[config.mk]
export PLATFORM = sky130hd
export DESIGN_NAME = fft_block_framer
export DESIGN_NICKNAME = d
export VERILOG_FILES = /design/src/rtl/fft_block_framer.sv
export SDC_FILE = /design/constraint.sdc
export NUM_CORES = 1
export LEC_CHECK = 0
export CORE_ASPECT_RATIO = 1.4
export CORE_MARGIN = 2
export CORE_UTILIZATION = 42
export DETAILED_ROUTE_END_ITERATION = 10
export PLACE_DENSITY = 0.69
export SLEW_MARGIN = 20
export SYNTH_ARGS = -nofsm -noshare
export SYNTH_HDL_FRONTEND = slang
export SYNTH_SLANG_ARGS = --single-unit
[constraint.sdc]
create_clock -name clk -period 2.7 [get_ports clk]
set_input_delay 0.405 -clock clk [delete_from_list [all_inputs] [get_ports clk]]
set_output_delay 0.405 -clock clk [all_outputs]
set_load 0.01 [all_outputs]
[src/rtl/fft_block_framer.sv]
// rtl/fft_block_framer.sv - serial-to-parallel complex block framer feeding fft_top (optional FFT_FRAMER_BITREV_EN)
module fft_block_framer #(
    parameter int WIDTH = 9,
    parameter int N     = 16,
    parameter int CNT_W = 16
) (
    input  logic                    clk,
    input  logic                    rst,
    input  logic                    in_valid,
    input  logic                    in_sof,
    input  logic signed [WIDTH-1:0] in_re,
    input  logic signed [WIDTH-1:0] in_im,
    output logic [0:WIDTH*N-1]      din_re,
    output logic [0:WIDTH*N-1]      din_im,
    output logic                    valid,
    output logic                    frame_err,
    output logic [CNT_W-1:0]        blk_cnt
);

    localparam int LOGN = $clog2(N);
    localparam logic [LOGN-1:0] LAST_IDX = LOGN'(N - 1);

    typedef logic signed [WIDTH-1:0] samp_t;

    samp_t              shadow_re_q [N];
    samp_t              shadow_re_d [N];
    samp_t              shadow_im_q [N];
    samp_t              shadow_im_d [N];
    logic [LOGN-1:0]    wr_cnt_q, wr_cnt_d;
    logic [LOGN-1:0]    wr_addr;
    logic [0:WIDTH*N-1] din_re_q, din_re_d;
    logic [0:WIDTH*N-1] din_im_q, din_im_d;
    logic               valid_q, valid_d;
    logic               frame_err_q, frame_err_d;
    logic [CNT_W-1:0]   blk_cnt_q, blk_cnt_d;

    // Physical shadow slot for a logical sample index: identity, or bit reversal for DIT cores
    function automatic logic [LOGN-1:0] addr_of(input logic [LOGN-1:0] idx);
        logic [LOGN-1:0] r;
`ifdef FFT_FRAMER_BITREV_EN
        for (int b = 0; b < LOGN; b++) begin
            r[b] = idx[LOGN-1-b];
        end
`else
        r = idx;
`endif
        return r;
    endfunction

    // Next-state: write accepted sample, handle resync on sof, publish full blocks
    always_comb begin
        shadow_re_d = shadow_re_q;
        shadow_im_d = shadow_im_q;
        wr_cnt_d    = wr_cnt_q;
        din_re_d    = din_re_q;
        din_im_d    = din_im_q;
        valid_d     = 1'b0;
        frame_err_d = 1'b0;
        blk_cnt_d   = blk_cnt_q;
        // a sof sample is logical index 0, which maps to physical slot 0 in both orders
        wr_addr     = in_sof ? '0 : addr_of(wr_cnt_q);

        if (in_valid) begin
            shadow_re_d[wr_addr] = in_re;
            shadow_im_d[wr_addr] = in_im;
            if (in_sof) begin
                // sof takes priority over completion; a partly filled frame is dropped
                wr_cnt_d    = LOGN'(1);
                frame_err_d = (wr_cnt_q != '0);
            end else begin
                wr_cnt_d = wr_cnt_q + 1'b1;
                if (wr_cnt_q == LAST_IDX) begin
                    valid_d   = 1'b1;
                    blk_cnt_d = blk_cnt_q + 1'b1;
                    for (int m = 0; m < N; m++) begin
                        din_re_d[m*WIDTH +: WIDTH] = shadow_re_d[m];
                        din_im_d[m*WIDTH +: WIDTH] = shadow_im_d[m];
                    end
                end
            end
        end
    end

    // State registers with synchronous active-high reset
    always_ff @(posedge clk) begin
        if (rst) begin
            for (int m = 0; m < N; m++) begin
                shadow_re_q[m] <= '0;
                shadow_im_q[m] <= '0;
            end
            wr_cnt_q    <= '0;
            din_re_q    <= '0;
            din_im_q    <= '0;
            valid_q     <= 1'b0;
            frame_err_q <= 1'b0;
            blk_cnt_q   <= '0;
        end else begin
            shadow_re_q <= shadow_re_d;
            shadow_im_q <= shadow_im_d;
            wr_cnt_q    <= wr_cnt_d;
            din_re_q    <= din_re_d;
            din_im_q    <= din_im_d;
            valid_q     <= valid_d;
            frame_err_q <= frame_err_d;
            blk_cnt_q   <= blk_cnt_d;
        end
    end

    assign din_re    = din_re_q;
    assign din_im    = din_im_q;
    assign valid     = valid_q;
    assign frame_err = frame_err_q;
    assign blk_cnt   = blk_cnt_q;

endmodule
==> results of run 1 <==
worst register-to-register path, cell delays in order, from the launching register on:
cell and delay [ns]:
dfxtp_1 0.82, and4b_1 0.33, and2_4 0.25, buf_12 0.25, buf_12 0.25, nor2_1 0.09, a311oi_1 0.26
placed cells by master, fill, tap and decap left out, types with 6 or more instances in the layout:
master,count
nand2_1,1165
dfxtp_1,598
nor2_1,316
clkdlybuf4s50_1,314
a21oi_1,297
a311oi_1,288
buf_4,106
clkbuf_16,57
buf_12,34
nand3_1,29
clkbuf_1,16
clkbuf_8,13
buf_2,12
nor2_2,9
and2_1,8
inv_1,7
clkinv_2,7
nor2b_1,6
nand2b_1,6
power groups by stage:
stage                     Clock, mW  Sequential, mW  Combinational [mW]
final                          7.99            8.86               0.671
after global routing           8.44            8.86               0.711
after CTS                      8.13            8.86               0.667
after detailed placement          0            9.06               0.665
after global placement            0            9.06               0.665
after floorplan                   0            9.06               0.368
flip-flops by register name (all words and copies together) (netlist names):
register     count
shadow_re_q    144
shadow_im_q    144
valid            1
frame_err        1
din_im         144
din_re         144
blk_cnt         16
wr_cnt_q         4
metrics by stage:
| stage | setup WS, ns | utilization [%] | cell area, um^2 | hold slack, ns |
|---|---|---|---|---|
| floorplan | 0.823 | - | 23700 | 0.437 |
| global placement | 0.192 | 50.0 | 28100 | 0.442 |
| detailed placement | 0.161 | 50.0 | 28100 | 0.447 |
| CTS | 0.372 | 53.2 | 29900 | 0.112 |
| global route | 0.108 | 53.2 | 29900 | 0.145 |
| finish | 0.353 | 53.2 | 29900 | 0.147 |
per-layer routing:
| metal | vias to the layer above | GRT usage, % | part of all wire [%] |
|---|---|---|---|
| li1 | 10800 | - | - |
| met4 | 0 | 9.32 | 3.4 |
| met5 | - | 0 | 0 |
| met2 | 711 | 44.7 | 49 |
| met1 | 10500 | 33.0 | 41 |
| met3 | 131 | 3.83 | 6.3 |
cell usage after synthesis (all sizes together) (2+ instances only):
library cell	n	share of area, %
nand3	30	0.65
ha	3	0.16
nor2	325	5.2
nand3b	2	0.063
xnor2	5	0.18
nand2	1167	18
buf	114	2.5
a311oi	288	11
a31o	2	0.074
dfxtp	598	50
nor3b	2	0.084
a211oi	2	0.063
or4	2	0.063
clkbuf	173	2.7
and3	3	0.079
o21ai	4	0.084
nor2b	6	0.16
inv	7	0.11
nor3	8	0.30
and2	9	0.24
nor4	5	0.20
o31ai	2	0.063
nand4	4	0.17
nand4b	2	0.074
mux2	2	0.095
or3	2	0.074
xor2	2	0.074
a21oi	297	6.3
nand2b	6	0.16
nor4bb	2	0.084
cells by family after synthesis:
logic type	Yosys count	synth area share, %
compound gates	598	17.3
xor+xnor	7	0.258
fa+ha+maj	3	0.158
buf+inv	294	5.36
flops	598	50.5
mux	2	0.0949
simple gates	1582	26.4
final cells by class:
class | instances | area, um^2
inverter | 7 | 26.3
clock buffer | 86 | 1670
fill | 5441 | 26300
sequential | 598 | 12000
clock inverter | 12 | 154
tap | 735 | 920
timing repair buffer | 467 | 4690
multi-input combinational | 2192 | 10500
final timing paths:
path / from / to
worst max register to register: wr_cnt_q[2]$_SDFFE_PP0P_ / din_im[59]$_SDFFE_PP0P_
worst min register to register: shadow_re_q[134]$_SDFFE_PP0P_ / shadow_re_q[134]$_SDFFE_PP0P_
worst min-delay path: in_im[6] / shadow_im_q[51]$_SDFFE_PP0P_
worst max-delay path: wr_cnt_q[2]$_SDFFE_PP0P_ / din_im[59]$_SDFFE_PP0P_
==> metrics.csv, run 1 <==
stage,metric,value,unit
clocking,root buffer cell,clkbuf_16,
timing,Final min period,2.35,ns
placement,Detail Placement HPWL,51000,um
power,leakage power,9.02,nW
grt,initial antenna violation count,0,
power,clock share of power,45.6,%
timing,fmax,0.426,GHz
clocking,clock insertion delay at the later pin of the skew report,0.62,ns
routing,via/cell ratio,5.42,
power,Seq pwr share,50.6,%
setup_path,max incr delay on CP,0.82,ns
setup_path,Worst Path Max Fanout,41,
routing,ANT nets after route,0,
power,Internal,13.5,mW
synth,flop and latch count out of synthesis,598,
power,pwr dens,586,nW/um^2
clocking,CTS tree,done,
synth,asr flop ratio synth,0,%
hold_path,WHS Path Cells,3,
routing,WL/cell,19.2,um
timing,Worst-Margin Slew,0.940,ns
floorplan,Die Wd,205,um
timing,Final Hold Viols,0,
clocking,clock sinks,598,
clocking,clk buf depth,3,
clocking,H-tree depth,2,
clocking,CTS buffer count,56,
hold_path,worst hold-check path type,in2reg,
grt,GR Overflow Total,0,
timing,Final Setup Violations,0,
synth,Synth cell types,54,
setup_path,WP data required,3.20,ns
power,Comb pwr share,3.8,%
floorplan,die height,285,um
layout,nets,3347,
setup_path,critical path class,reg2reg,
power,VDD IR-drop max,475,uV
routing,via count,22200,
layout,ant diodes,0,
synth,"Top FF cell, synth",dfxtp_1,
setup_path,R2R Setup Slk,0.35,ns
setup_path,CP arrival,2.85,ns
synth,Post-Syn Instances,3084,
timing,TNS Setup,0,ns
setup_path,CP max stage cell,dfxtp_1,
synth,Avg Inst Size Synth,7.69,um^2
setup_path,critical path depth,6,
placement,Buffers on Ports,327,
placement,GPL Wtd Cong,0.790,
layout,area delta synth->final,26.1,%
clocking,"Hold-fix buffers, CTS",0,
floorplan,FP Rows,103,
grt,first-pass GRT wire length,120000,um
outcome,outcome,"finished, final reports clean",
timing,Relative slew margins,37.3,%
setup_path,worst reg2reg path depth,6,
clocking,"Reg clk slew, reported paths",0.06,ns
synth,Synth Net Count,3109,
setup_path,crit-path most repeated cell,buf_12,
floorplan,boundary pin count,328,
clocking,postcts setup bufs,0,
routing,Total Routed Length,78600,um
grt,largest net degree at the start of global routing,81,
synth,"EDFF count, synth",0,
timing,max-slew violation count,0,
timing,Layout Skew,0.0200,ns
setup_path,Worst Path Buf+Inv,2,
power,total power,17.5,mW
grt,vias in the first global route,20400,
layout,layout cells sized above 1,7.82,%
routing,# DRC,0,
flow_run,Max Cap Viol,0,
floorplan,Die ar.,58400,um^2
timing,final period utilization,86.9,%
floorplan,CORE AREA,56200,um^2
power,P_sw,4.00,mW
routing,DRT iter0 DRCs,1460,
floorplan,initial core utilization,42.2,%
synth,Mapped Area,23700,um^2
routing,DRT Pass-1 Iters,5,
layout,Post-Layout Cell Count,4097,
setup_path,CP startpoint kind,flip-flop,
power,sw frac,22.9,%
placement,cell count after placement,3999,
grt,GRT Util Overall,26.0,%
synth,"Seq/Total Area, Yosys",50.5,%
synth,Ys Warns,0,
setup_path,CP top delay family,flip-flops,
setup_path,CP Cell Sequence,and4b_1 > and2_4 > buf_12 > buf_12 > nor2_1 > a311oi_1,
timing,RSZ-0062 raised after global routing,no,
setup_path,CP endpoint kind,flip-flop,
clocking,CTS resizes,0,
Power figures use the tool's default switching activity.
==> run 2, diff against run 1 <==
--- a/config.mk
+++ b/config.mk
@@ -5,7 +5,7 @@
 export SDC_FILE = /design/constraint.sdc
 export NUM_CORES = 1
 export LEC_CHECK = 0
-export CORE_ASPECT_RATIO = 1.4
+export CAP_MARGIN = 20
 export CORE_MARGIN = 2
 export CORE_UTILIZATION = 42
 export DETAILED_ROUTE_END_ITERATION = 10
==> run 2 against run 1 <==
  * Cell count increased by 0.63%
  * Flip-flop and latch count unchanged
  * Worst hold slack got worse by 0.020 ns
  * Setup slack improved by 0.17 ns
  * Critical path depth decreased by 2
  * Critical path type unchanged
  * Critical endpoint is now blk_cnt[14]$_SDFFE_PP0P_
==> metrics.csv, run 2 (synthesis results as in run 1) <==
stage,metric,value,unit,change
layout,final instance area,30200,um^2,was 29900 um^2
routing,Total Routed Length,76400,um,was 78600 um
timing,hold slack final,0.128,ns,was 0.147 ns
timing,Final Hold Viols,0,,unchanged
placement,post-place setup slack,0.0609,ns,was 0.161 ns
power,VDD IR-drop max,621,uV,was 475 uV
outcome,outcome,"finished, final reports clean",,unchanged
setup_path,Worst Path Max Fanout,10,,was 41
setup_path,max incr delay on CP,0.68,ns,was 0.82 ns
power,leakage power,9.15,nW,was 9.02 nW
layout,"most common cell after layout, fill and taps aside",nand2_1,,unchanged
routing,DRT iter0 DRCs,1908,,was 1460
layout,FF/Latch Area,12000,um^2,unchanged
timing,fmax,0.460,GHz,was 0.426 GHz
layout,multi-input combinational cell area,10500,um^2,unchanged
clocking,CTS resizes,0,,unchanged
floorplan,FP Rows,87,,was 103
clocking,"Reg clk slew, reported paths",0.06,ns,about the same
routing,via count,22100,,was 22200
setup_path,CP top delay family,simple AND/OR/NAND/NOR gates,,was flip-flops
placement,cell count after placement,4014,,was 3999
hold_path,worst hold-check path type,in2reg,,unchanged
timing,Final Setup Violations,0,,unchanged
timing,Relative slew margins,40.5,%,was 37.3%
routing,WL/cell,18.5,um,was 19.2 um
layout,ant diodes,0,,unchanged
setup_path,CP endpoint kind,flip-flop,,unchanged
clocking,"Hold-fix buffers, CTS",0,,unchanged
grt,GRT Util Overall,25.1,%,was 26.0%
flow_run,Max Cap Viol,0,,unchanged
setup_path,Worst Path Buf+Inv,0,,was 2
clocking,root buffer cell,clkbuf_16,,unchanged
timing,final period utilization,80.6,%,was 86.9%
layout,Post-Layout Cell Count,4123,,was 4097
power,pwr dens,613,nW/um^2,was 586 nW/um^2
timing,Layout Skew,0.0329,ns,was 0.0200 ns
timing,"Worst Setup Slack, final",0.525,ns,was 0.353 ns
layout,nets,3346,,was 3347
timing,Worst-Margin Slew,0.892,ns,was 0.940 ns
timing,RSZ-0062 raised after global routing,no,,unchanged
placement,GPL Wtd Cong,0.832,,was 0.790
clocking,CTS buffer count,61,,was 56
setup_path,CP Cell Sequence,nand4_4 > or3_4 > or4_1 > a21oi_1,,was and4b_1 > and2_4 > buf_12 > buf_12 > nor2_1 > a311oi_1
clocking,clk buf depth,3,,unchanged
timing,Final min period,2.18,ns,was 2.35 ns
grt,vias in the first global route,19800,,was 20400
routing,via/cell ratio,5.37,,was 5.42
routing,ANT nets after route,0,,unchanged
hold_path,Worst Hold Launch,in_im[6],,unchanged
timing,max-slew violation count,0,,unchanged
layout,Fillers,5316,,was 5441
layout,layout cells sized above 1,8.02,%,was 7.82%
setup_path,RR Startpoint,wr_cnt_q[3]$_SDFFE_PP0P_,,was wr_cnt_q[2]$_SDFFE_PP0P_
floorplan,boundary pin count,328,,unchanged
timing,TNS Setup,0,ns,unchanged
placement,Placed Area,28100,um^2,about the same
floorplan,die height,242,um,was 285 um
layout,area delta synth->final,27.5,%,was 26.1%
setup_path,CP startpoint,wr_cnt_q[3]$_SDFFE_PP0P_,,was wr_cnt_q[2]$_SDFFE_PP0P_
setup_path,CP arrival,2.74,ns,was 2.85 ns
floorplan,CORE AREA,56200,um^2,about the same
grt,GR Overflow Total,0,,unchanged
setup_path,WP data required,3.27,ns,was 3.20 ns
routing,DRT Pass-1 Iters,5,,unchanged
placement,Buffers on Ports,327,,unchanged
routing,# DRC,0,,unchanged
floorplan,initial core utilization,42.2,%,about the same
setup_path,CP startpoint kind,flip-flop,,unchanged
setup_path,critical path class,reg2reg,,unchanged
layout,"commonest non-fill, non-tap cells in the layout","1165 x nand2_1, 598 x dfxtp_1, 318 x clkdlybuf4s50_1",,"was 1165 x nand2_1, 598 x dfxtp_1, 316 x nor2_1"
clocking,postcts setup bufs,0,,unchanged
placement,Detail Placement HPWL,48600,um,was 51000 um
clocking,CTS tree,done,,unchanged
floorplan,Die ar.,58400,um^2,about the same
floorplan,Die Wd,242,um,was 205 um
grt,first-pass GRT wire length,117000,um,was 120000 um
setup_path,CP max stage cell,dfxtp_1,,unchanged
clocking,H-tree depth,2,,unchanged
clocking,clock insertion delay at the later pin of the skew report,0.66,ns,was 0.62 ns
grt,largest net degree at the start of global routing,109,,was 81
clocking,clock sinks,598,,unchanged
grt,initial antenna violation count,0,,unchanged
run 2: power breakdown:
part | internal (mW) | total, mW | switching [mW]
clock | 5.35 | 9.02 | 3.67
sequential | 8.85 | 8.86 | 0.0136
combinational | 0.149 | 0.649 | 0.500
total | 14.3 | 18.5 | 4.19
run 2: tightest hold or removal path, stage by stage:
cell,delay (ns)
buf_2,0.17
nand2_1,0.08
a21oi_1,0.05
run 2: routing by layer:
layer | part of all wire [%] | GRT usage (%) | up-vias | wire length [um]
li1 | - | - | 10800 | -
met1 | 43 | 34.1 | 10400 | 32800
met2 | 46 | 39.9 | 808 | 34900
met3 | 7.8 | 4.66 | 147 | 5940
met4 | 3.5 | 9.24 | 0 | 2690
met5 | 0 | 0 | - | 0
run 2: cell type report:
cell class              count  area share, %
multi-input cells        2192           34.7
flip-flops and latches    598           39.6
clock buffers              86           5.85
inverters                   7         0.0869
repair buffers            461           15.4
well taps                 756           3.13
clock inverters            23           1.32
run 2: metrics by stage:
stage          util (%)  total power, mW
2_1_floorplan         -             9.43
3_3_place_gp       50.0             9.70
3_5_place_dp       50.0             9.70
4_1_cts            53.8             18.7
5_1_grt            53.8             19.1
6_report           53.8             18.5
run 2: final timing paths:
| check | endpoint | slack (ns) | depth (start not counted) |
|---|---|---|---|
| worst max-delay path | blk_cnt[14]$_SDFFE_PP0P_ | 0.52 | 4 |
| worst min-delay path | shadow_im_q[24]$_SDFFE_PP0P_ | 0.13 | 3 |
| worst max register to register | blk_cnt[14]$_SDFFE_PP0P_ | 0.52 | 4 |
| worst min register to register | din_im[48]$_SDFFE_PP0P_ | 0.45 | 2 |
==> run 3, diff against run 2 <==
--- a/config.mk
+++ b/config.mk
@@ -9,7 +9,7 @@
 export CORE_MARGIN = 2
 export CORE_UTILIZATION = 42
 export DETAILED_ROUTE_END_ITERATION = 10
-export PLACE_DENSITY = 0.69
+export PLACE_DENSITY = 0.71
 export SLEW_MARGIN = 20
 export SYNTH_ARGS = -nofsm -noshare
 export SYNTH_HDL_FRONTEND = slang
==> constraint.sdc (replaced) <==
create_clock -name clk -period 2 [get_ports clk]
set_input_delay 0.3 -clock clk [delete_from_list [all_inputs] [get_ports clk]]
set_output_delay 0.3 -clock clk [all_outputs]
set_load 0.01 [all_outputs]
==> run 3 against run 2 <==
  * Clock-buffer cell count did not move
  * First-iteration DRC count rose by 1.8%
  * Flip-flop and latch count did not move
  * Register-to-register slack got worse by 0.44 ns
  * Via count rose by 1.5%
  * Combinational power rose by 53%
  * Worst hold slack got worse by 0.10 ns
  * Largest cell class unchanged
  * Largest power group unchanged
==> metrics.csv, run 3 (synthesis results as in run 1) <==
stage,metric,value,unit,change
routing,DRT iter0 DRCs,1942,,was 1908
setup_path,CP top delay family,buffers and inverters,,was simple AND/OR/NAND/NOR gates
setup_path,CP arrival,1.65,ns,was 2.74 ns
layout,ant diodes,0,,unchanged
placement,Buffers on Ports,327,,unchanged
routing,WL/cell,18.4,um,was 18.5 um
flow_run,Max Cap Viol,0,,unchanged
setup_path,critical path depth,1,,was 4
setup_path,CP Cell Sequence,clkdlybuf4s50_1,,was nand4_4 > or3_4 > or4_1 > a21oi_1
power,clock share of power,49.8,%,was 48.7%
placement,GPL Wtd Cong,0.848,,was 0.832
placement,post-place setup slack,-0.259,ns,was 0.0609 ns
setup_path,CP startpoint,din_im[37]$_SDFFE_PP0P_,,was wr_cnt_q[3]$_SDFFE_PP0P_
setup_path,CP endpoint kind,output pin,,was flip-flop
floorplan,boundary pin count,328,,unchanged
timing,final period utilization,97.3,%,
power,pwr dens,816,nW/um^2,was 613 nW/um^2
clocking,postcts setup bufs,0,,unchanged
power,total power,25.8,mW,was 18.5 mW
timing,Final Hold Viols,0,,unchanged
routing,# DRC,0,,unchanged
timing,max-slew violation count,0,,unchanged
timing,Worst-Margin Slew,0.541,ns,was 0.892 ns
floorplan,initial core utilization,42.2,%,unchanged
grt,GRT Util Overall,25.4,%,was 25.1%
floorplan,CORE AREA,56200,um^2,unchanged
timing,hold slack final,0.0246,ns,was 0.128 ns
setup_path,worst reg2reg path depth,6,,was 4
power,VDD IR-drop max,802,uV,was 621 uV
grt,GR Overflow Total,0,,unchanged
routing,ANT nets after route,0,,unchanged
clocking,CTS resizes,2,,was 0
setup_path,Worst Path Buf+Inv,1,,was 0
setup_path,R2R Setup Slk,0.08,ns,was 0.52 ns
layout,area delta synth->final,33.3,%,was 27.5%
layout,nets,3399,,was 3346
clocking,CTS buffer count,61,,unchanged
timing,RSZ-0062 raised after global routing,no,,unchanged
power,sw frac,21.8,%,was 22.6%
floorplan,Die Wd,242,um,unchanged
power,Seq pwr share,46.4,%,was 47.8%
routing,DRT Pass-1 Iters,5,,unchanged
timing,fmax,0.514,GHz,
grt,vias in the first global route,20400,,was 19800
placement,Detail Placement HPWL,49800,um,was 48600 um
layout,"most common cell after layout, fill and taps aside",nand2_1,,unchanged
floorplan,Die ar.,58400,um^2,unchanged
timing,TNS Setup,0,ns,unchanged
setup_path,R2R Path End,shadow_im_q[123]$_SDFFE_PP0P_,,was blk_cnt[14]$_SDFFE_PP0P_
power,P_sw,5.62,mW,was 4.19 mW
outcome,outcome,"finished, final reports clean",,unchanged
power,leakage power,9.80,nW,was 9.15 nW
routing,via count,22500,,was 22100
clocking,"Hold-fix buffers, CTS",0,,unchanged
timing,Relative slew margins,63.9,%,was 40.5%
timing,Final Setup Violations,0,,unchanged
setup_path,Worst Setup EP,din_im[37],,was blk_cnt[14]$_SDFFE_PP0P_
power,Comb pwr share,3.8,%,was 3.5%
floorplan,die height,242,um,unchanged
power,Internal,20.2,mW,was 14.3 mW
setup_path,CP max stage cell,clkdlybuf4s50_1,,was dfxtp_1
clocking,clock insertion delay at the later pin of the skew report,0.62,ns,was 0.66 ns
clocking,H-tree depth,2,,unchanged
clocking,CTS tree,done,,unchanged
layout,layout cells sized above 1,9.84,%,was 8.02%
floorplan,FP Rows,87,,unchanged
clocking,clock sinks,598,,unchanged
setup_path,critical path class,reg2out,,was reg2reg
setup_path,max incr delay on CP,0.59,ns,was 0.68 ns
layout,"commonest non-fill, non-tap cells in the layout","1165 x nand2_1, 593 x dfxtp_1, 320 x clkdlybuf4s50_1",,"was 1165 x nand2_1, 598 x dfxtp_1, 318 x clkdlybuf4s50_1"
clocking,"Reg clk slew, reported paths",0.06,ns,about the same
routing,via/cell ratio,5.38,,was 5.37
setup_path,CP startpoint kind,flip-flop,,unchanged
clocking,clk buf depth,3,,unchanged
layout,Post-Layout Cell Count,4181,,was 4123
setup_path,WP data required,1.70,ns,was 3.27 ns
setup_path,RR Startpoint,wr_cnt_q[2]$_SDFFE_PP0P_,,was wr_cnt_q[3]$_SDFFE_PP0P_
placement,cell count after placement,4067,,was 4014
grt,initial antenna violation count,0,,unchanged
timing,Final min period,1.95,ns,
clocking,root buffer cell,clkbuf_16,,unchanged
hold_path,worst hold-check path type,in2reg,,unchanged
routing,Total Routed Length,76700,um,was 76400 um
grt,first-pass GRT wire length,119000,um,was 117000 um
timing,Layout Skew,0.0204,ns,was 0.0329 ns
timing,"Worst Setup Slack, final",0.0550,ns,was 0.525 ns
grt,largest net degree at the start of global routing,91,,was 109
setup_path,Worst Path Max Fanout,2,,was 10
[run 3: cell count changes in the layout (fill, tap and decap cells not counted), sizes merged]
cell,delta
clkinvlp,+1
buf,+50
clkdlybuf4s50,+2
inv,-1
dlygate4sd2,+1
bufinv,+5
[run 3: stage by stage]
stage,cell area [um^2],util [%]
after floorplan,23700,-
after global placement,29300,52.2
after detailed placement,29300,52.2
after CTS,31600,56.2
after global routing,31600,56.3
final,31600,56.3
[run 3: power by group through the flow]
stage               clock (mW)  combinational (mW)  sequential [mW]
floorplan                    0               0.497             12.2
global placement             0               0.980             12.2
detailed placement           0               0.980             12.2
CTS                       13.0               0.984             12.0
global route              13.5                1.06             12.0
finish                    12.8               0.993             12.0
[run 3: worst min path at each step]
stage	startpoint	to	slack [ns]	cells past startpoint
after floorplan	shadow_im_q[0]$_SDFFE_PP0P_	shadow_im_q[0]$_SDFFE_PP0P_	0.44	2
after global placement	shadow_im_q[104]$_SDFFE_PP0P_	shadow_im_q[104]$_SDFFE_PP0P_	0.44	2
after detailed placement	shadow_re_q[17]$_SDFFE_PP0P_	shadow_re_q[17]$_SDFFE_PP0P_	0.44	2
after CTS	rst	shadow_re_q[143]$_SDFFE_PP0P_	0.00008	2
after global routing	rst	blk_cnt[15]$_SDFFE_PP0P_	0.02	2
final	rst	shadow_re_q[143]$_SDFFE_PP0P_	0.02	2
[run 3: metal layers]
layer | GRT usage [%] | vias to the layer above | share of wire [%]
li1 | - | 10900 | -
met1 | 33.8 | 10600 | 43
met4 | 9.02 | 0 | 3.5
met5 | 0 | - | 0
met3 | 3.92 | 143 | 6.8
met2 | 41.9 | 816 | 46
[run 3: area by class of cell]
class | count | area [um^2]
fill | 5059 | 24600
sequential | 598 | 12000
multi-input combinational | 2192 | 10500
timing repair buffer | 514 | 5870
clock buffer | 86 | 1800
tap | 756 | 946
clock inverter | 28 | 493
inverter | 7 | 26.3
